## src/rtl/cpu_bus_master.sv

```systemverilog
// Single-master 68000-style asynchronous bus cycle engine: one command in, one
// strobed bus cycle out, terminated by DTACK, BERR or an internal wait-state timeout.
module cpu_bus_master #(
    parameter int unsigned TIMEOUT_CYCLES = 64
) (
    input  logic        CLK,
    input  logic        RST,
    input  logic        req_valid,
    output logic        req_ready,
    input  logic        req_rw,
    input  logic [22:0] req_addr,
    input  logic [1:0]  req_be,
    input  logic [15:0] req_wdata,
    output logic        rsp_valid,
    output logic [1:0]  rsp_status,
    output logic [15:0] rsp_rdata,
    output logic [22:0] ADDR,
    output logic        RW,
    output logic        AS,
    output logic        UDS,
    output logic        LDS,
    output logic [15:0] DATA_OUT,
    output logic        DATA_OE,
    input  logic [15:0] DATA_IN,
    input  logic        DTACK,
    input  logic        BERR
);

    typedef enum logic [2:0] {StIdle, StAddr, StStrb, StWait, StRel} state_e;

    localparam logic [7:0] CntLast = 8'(TIMEOUT_CYCLES - 1);

    state_e      state_q;
    logic        rw_q;
    logic [1:0]  be_q;
    logic [7:0]  cnt_q;
    logic        dtack_meta_q, dtack_sync_q, berr_meta_q, berr_sync_q;
    logic        req_ready_q, rsp_valid_q;
    logic [1:0]  rsp_status_q;
    logic [15:0] rsp_rdata_q;
    logic [22:0] addr_q;
    logic        rw_out_q, as_q, uds_q, lds_q, data_oe_q;
    logic [15:0] data_out_q;

    always_ff @(posedge CLK or negedge RST) begin
        if (!RST) begin
            dtack_meta_q <= 1'b1;
            dtack_sync_q <= 1'b1;
            berr_meta_q  <= 1'b1;
            berr_sync_q  <= 1'b1;
        end else begin
            dtack_meta_q <= DTACK;
            dtack_sync_q <= dtack_meta_q;
            berr_meta_q  <= BERR;
            berr_sync_q  <= berr_meta_q;
        end
    end

    always_ff @(posedge CLK or negedge RST) begin
        if (!RST) begin
            state_q      <= StIdle;
            rw_q         <= 1'b1;
            be_q         <= 2'b00;
            cnt_q        <= 8'd0;
            req_ready_q  <= 1'b1;
            rsp_valid_q  <= 1'b0;
            rsp_status_q <= 2'b00;
            rsp_rdata_q  <= 16'h0000;
            addr_q       <= 23'd0;
            rw_out_q     <= 1'b1;
            as_q         <= 1'b1;
            uds_q        <= 1'b1;
            lds_q        <= 1'b1;
            data_oe_q    <= 1'b0;
            data_out_q   <= 16'h0000;
        end else begin
            rsp_valid_q <= 1'b0;
            unique case (state_q)
                StIdle: begin
                    if (req_valid) begin
                        rw_q        <= req_rw;
                        be_q        <= req_be;
                        req_ready_q <= 1'b0;
                        if (req_be == 2'b00) begin
                            // No byte lanes selected: answer without touching the bus.
                            state_q      <= StRel;
                            rsp_valid_q  <= 1'b1;
                            rsp_status_q <= 2'b11;
                            rsp_rdata_q  <= 16'h0000;
                        end else begin
                            state_q    <= StAddr;
                            addr_q     <= req_addr;
                            rw_out_q   <= req_rw;
                            data_out_q <= req_wdata;
                            data_oe_q  <= ~req_rw;
                            cnt_q      <= 8'd0;
                        end
                    end
                end
                StAddr: begin
                    state_q <= StStrb;
                    as_q    <= 1'b0;
                    if (rw_q) begin
                        uds_q <= ~be_q[1];
                        lds_q <= ~be_q[0];
                    end
                end
                StStrb: begin
                    state_q <= StWait;
                    uds_q   <= ~be_q[1];
                    lds_q   <= ~be_q[0];
                end
                StWait: begin
                    if (!berr_sync_q || !dtack_sync_q || cnt_q == CntLast) begin
                        state_q     <= StRel;
                        as_q        <= 1'b1;
                        uds_q       <= 1'b1;
                        lds_q       <= 1'b1;
                        rsp_valid_q <= 1'b1;
                        rsp_rdata_q <= 16'h0000;
                        if (!berr_sync_q) begin
                            rsp_status_q <= 2'b01;
                        end else if (!dtack_sync_q) begin
                            rsp_status_q <= 2'b00;
                            if (rw_q) rsp_rdata_q <= DATA_IN;
                        end else begin
                            rsp_status_q <= 2'b10;
                        end
                    end else begin
                        cnt_q <= cnt_q + 8'd1;
                    end
                end
                StRel: begin
                    state_q     <= StIdle;
                    data_oe_q   <= 1'b0;
                    req_ready_q <= 1'b1;
                end
                default: state_q <= StIdle;
            endcase
        end
    end

    assign req_ready  = req_ready_q;
    assign rsp_valid  = rsp_valid_q;
    assign rsp_status = rsp_status_q;
    assign rsp_rdata  = rsp_rdata_q;
    assign ADDR       = addr_q;
    assign RW         = rw_out_q;
    assign AS         = as_q;
    assign UDS        = uds_q;
    assign LDS        = lds_q;
    assign DATA_OUT   = data_out_q;
    assign DATA_OE    = data_oe_q;

endmodule
```

## config.mk

```make
export PLATFORM = sky130hd
export DESIGN_NAME = cpu_bus_master
export DESIGN_NICKNAME = d
export VERILOG_FILES = /design/src/rtl/cpu_bus_master.sv
export SDC_FILE = /design/constraint.sdc
export NUM_CORES = 1
export LEC_CHECK = 0
export BUFFER_PORTS_ARGS = -buffer_cell sky130_fd_sc_hd__buf_4
export CELL_PAD_IN_SITES_DETAIL_PLACEMENT = 0
export CELL_PAD_IN_SITES_GLOBAL_PLACEMENT = 1
export CORE_MARGIN = 10
export CORE_UTILIZATION = 36
export DETAILED_ROUTE_END_ITERATION = 10
export GPL_TIMING_DRIVEN = 0
export PLACE_DENSITY = 0.84
export SLEW_MARGIN = 10
export SYNTH_ARGS = -nofsm -noshare
export SYNTH_HDL_FRONTEND = slang
export SYNTH_SLANG_ARGS = --single-unit
```

## constraint.sdc

```tcl
create_clock -name CLK -period 2.55 [get_ports CLK]
set_clock_uncertainty 0.2 [all_clocks]
set_input_delay 0.3825 -clock CLK [delete_from_list [all_inputs] [get_ports CLK]]
set_output_delay 0.3825 -clock CLK [all_outputs]
set_load 0.02 [all_outputs]
```

[Word-level counts from Yosys, hierarchy flattened]
Index checks and enable logic that the tools add are counted.
Storage, ports and cells
  flip-flop bits (word level): 82
  logic and storage cells: 90
  output and inout port bits: 64
Operators by class
  bitwise logic cells: 4
  reductions and logical operators: 19
  add/sub/neg operators: 1
  multiplexer cells: 36
  eq/ne operators: 11
Operator list (number)
  $mux W16: 6
  $pmux W16 S2: 1
  $mux W8: 3
  $pmux W8 S2: 1
  $ne A2 B2 Y1 const B: 6
  $pmux W3 S4: 1
  $mux W2: 5
  $mux W1: 9
  $mux W3: 3
  $reduce_and A3 Y1: 3
  $add A8 B1 Y8 const B: 1
  $eq A8 B6 Y1 const B: 1
  $pmux W1 S2: 4
  $reduce_and A2 Y1: 4
  $reduce_and A4 Y1: 2
  $eq A3 B2 Y1 const B: 2
  $pmux W1 S3: 2
  $reduce_bool A2 Y1: 3
  $not A1 Y1: 4
  $pmux W2 S2: 1
  $eq A3 B1 Y1 const B: 1
  $eq A3 B3 Y1 const B: 1
  $logic_not A3 Y1: 1
  $reduce_bool A3 Y1: 1
  other kinds (3): 5

[Longest topological paths before layout]
  word-level depth: 5
  gate-level depth with buffers: 7
  gate-level depth less buffers: 6

[Worst setup path before layout]
Ideal clock, no wire load.
  path kind: reg-to-reg
  from: register cnt_q[0]
  to: register cnt_q[3]
  library setup time: 0.124 ns
  arrival time: 1.631 ns
  data required time: 2.226 ns
  clock period less this slack: 1.955 ns
  path slack: 0.595 ns
  path buffers: 1
  cell stages (with the launch flop): 7
  path through: dfrtp_1 ha_1 and3_1 a211oi_1 buf_2 nor2_1 a211o_1
On the way
  longest elaborated chain between the ends: 4
  elaborated cells on any way between the ends: 7
  classes of those cells: add/sub: 1; eq/ne: 2; mux: 2; reduce/logical: 2
Ends and longest elaborated chain
  start, declared: RTL line 36  | logic [7:0] cnt_q;
  start signal, assigned: RTL line 130  | cnt_q <= cnt_q + 8'd1;
  parallel branches: the longest is 4 deep, another holds $add A8 B1 Y8
Several ways; the timed one is not identified. The select of a mux whose other input is x is not followed.
A chain may end at the register's enable or synchronous reset.

[Final worst setup path]
  from: register cnt_q[0]
  to: register cnt_q[5]
The elaborated chain is that of the path after synthesis.

==> impl_metrics.yaml <==
drt:
  drt-vias-per-instance: 4.736
  ant_nets: 0
  drc: 0
  avgRoutedWirePerCell_um: 15.12
  wl_mm: 8.544
  first_pass_iters: 4
  vias: 2676
  drt_iter0_drc: 142
floorplanning:
  row_count: 34
  dieHeight_um: 115.3
  initial_core_util_pct: 37.31
  ios: 127
  die_w_um: 115.3
  core_area_um2: 8763
  die-area_um2: 13290
run:
  maxCapViolCount: 0
clock_network:
  cts_tree: "done"
  clock-root-buffer: "clkbuf_8"
  clock-sinks: 82
  clk_pin_slew_worst_paths_ps: 80
  cts_buffers: 9
  cts_max_level: 3
  clkLatencyLatePin_ps: 340
  clk_path_buf_depth: 2
  postCtsSetupBuffers: 0
grt:
  antenna_found_initial: 0
  grt_first_pass_wirelength_mm: 14.01
  grt_pass1_vias: 2785
  grt_overflow: 0
  grt_use_total_pct: 12.90
  grt_max_degree: 83
setup_path:
  critical_path.slowest_cell: "dfrtp_1"
  cp_top_family: "compound AO/OA/AOI/OAI gates"
  crit_chain: "ha_1 > and3_1 > a211oi_1 > buf_2 > nor2_1 > a211o_1"
  cpPeakStageDelay_ps: 420
  worst-path-max-fanout: 10
  path_class: "register to register"
  crit_buf_inv: 1
  critPathArrivalTime_ps: 2300
  crit_cells: 6
  required_ps: 2570
  end_kind: "register"
  regToRegSetupSlack_ps: 270
  start_kind: "register"
  r2r_cells: 6
synth:
  syn_inst: 313
  synth_edf_count: 0
  ys_ff_latch: 82
  netlist_area_um2: 3269
  syn-mean-instance-area_um2: 10.45
  async_reset_ff_share_pct: 100.0
  synth_nets: 377
  yosys_warnings: 0
  synth-seq-area-share_pct: 63.15
  ys.flop_type: "dfrtp_1"
  ys_types: 36
power_and_ir_drop:
  p_int_mw: 3.487
  combPwrFrac_pct: 43.5
  static-leakage-power_nw: 2.445
  p_per_area_nw_per_um2: 1221
  power.share.clock_pct: 18.3
  power_switching_mw: 2.119
  ir_worst_vdd_mv: 0.4379
  switching_share_pct: 37.80
  p_seq_share_pct: 38.2
finish:
  area_delta_synth_final_pct: 40.41
  final_common_cell: "nand2_1"
  drive_above_1_share_pct: 36.76
  fillers: 812
  antenna-diode-count: 0
  final_cell_mix: "nand2_1 (128), buf_4 (126), dfrtp_1 (72)"
  fin_nets: 516
  final_util_pct: 52.38
  fin_area_um2: 4591
  fin_cells: 565
timing:
  slew_violations: 0
  setup_viol: 0
  rsz0062_at_grt: "false"
  relSlewSlack_pct: 32.56
  finalCritPeriodShare_pct: 89.59
  hold_violations: 0
  worst_hold_slack_ps: 20.80
  finalSetupTns_ps: 0
  max_freq_mhz: 437.7
  min_period_ps: 2285
  worstMarginPinSlew_ps: 1012
placed_design:
  dpl.cell_count: 547
  placed_area_um2: 4350
  gp_congestion: 0.7056
  io_buffers: 126
  hpwlAfterDp_mm: 6.258
hold_path:
  hold_path_class: "primary input to async pin"
status:
  outcome: "complete, no violations"
-- area by class of cell --
cell class                      instances  area, um2  share of cell area (%)
Clock inverter                          4      75.07                   1.635
Buffer                                 16      82.58                   1.799
Sequential cell                        82       2064                   44.97
Tap cell                              108      135.1                   2.944
Inverter                                2      7.507                  0.1635
Multi-Input combinational cell        213       1115                   24.28
Clock buffer                           12      145.1                   3.162
Timing Repair Buffer                  128      965.9                   21.04
-- power by group through the flow --
stage	clock network, mW	logic, mW	registers, mW
after global routing	1.12	2.69	2.22
after global placement	0	2.45	2.15
final	1.03	2.44	2.14
after CTS	1.07	2.50	2.15
after floorplan	0	0.858	2.69
after detailed placement	0	2.50	2.16
-- registers in the layout, summed over array words and instances (netlist names) --
name	count
rsp_rdata	16
req_ready	1
state_q	3
rw_q	1
LDS	1
RW	1
dtack_meta_q	1
berr_sync_q	1
DATA_OUT	16
ADDR	23
rsp_status	2
dtack_sync_q	1
AS	1
UDS	1
be_q	2
DATA_OE	1
cnt_q	8
rsp_valid	1
berr_meta_q	1
-- per-stage QoR --
stage	total power, mW	worst slack (ps)
finish	5.607	265.3
global route	6.031	179.0
CTS	5.717	273.4
detailed placement	4.658	313.6
global placement	4.600	358.7
floorplan	3.551	594.8
-- cells by family after synthesis --
| family | after synthesis | share of synthesized area, % |
|---|---|---|
| multiplexers | 3 | 1.033 |
| buffers and inverters | 18 | 2.756 |
| AND/OR/NAND/NOR | 161 | 21.78 |
| adder cells (fa/ha/maj) | 1 | 0.3826 |
| AO/OA/AOI/OAI | 48 | 10.91 |
| flip-flops | 82 | 63.15 |
-- final timing paths --
path / start / to
min in group CLK: req_addr[18] / ADDR[18]
min: RST / rsp_rdata[14]
max in group asynchronous: RST / ADDR[14]
min reg2reg: dtack_meta_q / dtack_sync_q
max reg2reg: cnt_q[0] / cnt_q[5]
max: cnt_q[0] / cnt_q[5]
-- routing by layer --
layer | track usage (%) | vias up | part of all wire (%)
met5 | 0 | - | 0
met4 | 5.446 | 0 | 1.7
met3 | 3.333 | 7 | 6.2
met2 | 20.98 | 67 | 51
met1 | 15.86 | 1272 | 41
li1 | - | 1330 | -
-- cell usage after synthesis (all sizes together) (2+ instances only) --
library cell / n / area share [%]
nor3: 9 / 1.5
or3: 2 / 0.38
nor4: 2 / 0.38
o22ai: 3 / 0.57
nand2: 128 / 15
o21ai: 9 / 1.4
and3: 4 / 0.77
a21o: 2 / 0.46
buf: 8 / 1.6
clkbuf: 8 / 0.92
a21oi: 5 / 0.77
a2bb2oi: 3 / 0.80
nor2: 5 / 0.57
dfstp: 10 / 8.0
mux2: 3 / 1.0
nand3: 3 / 0.46
a211o: 4 / 1.1
inv: 2 / 0.23
dfrtp: 72 / 55
nor3b: 2 / 0.61
a22o: 18 / 4.8
-- timing repair --
item,CTS,global route
gates resized for setup,0,0
hold endpoints to repair,2,0
hold buffers,2,0
Power figures use the tool's default switching activity.
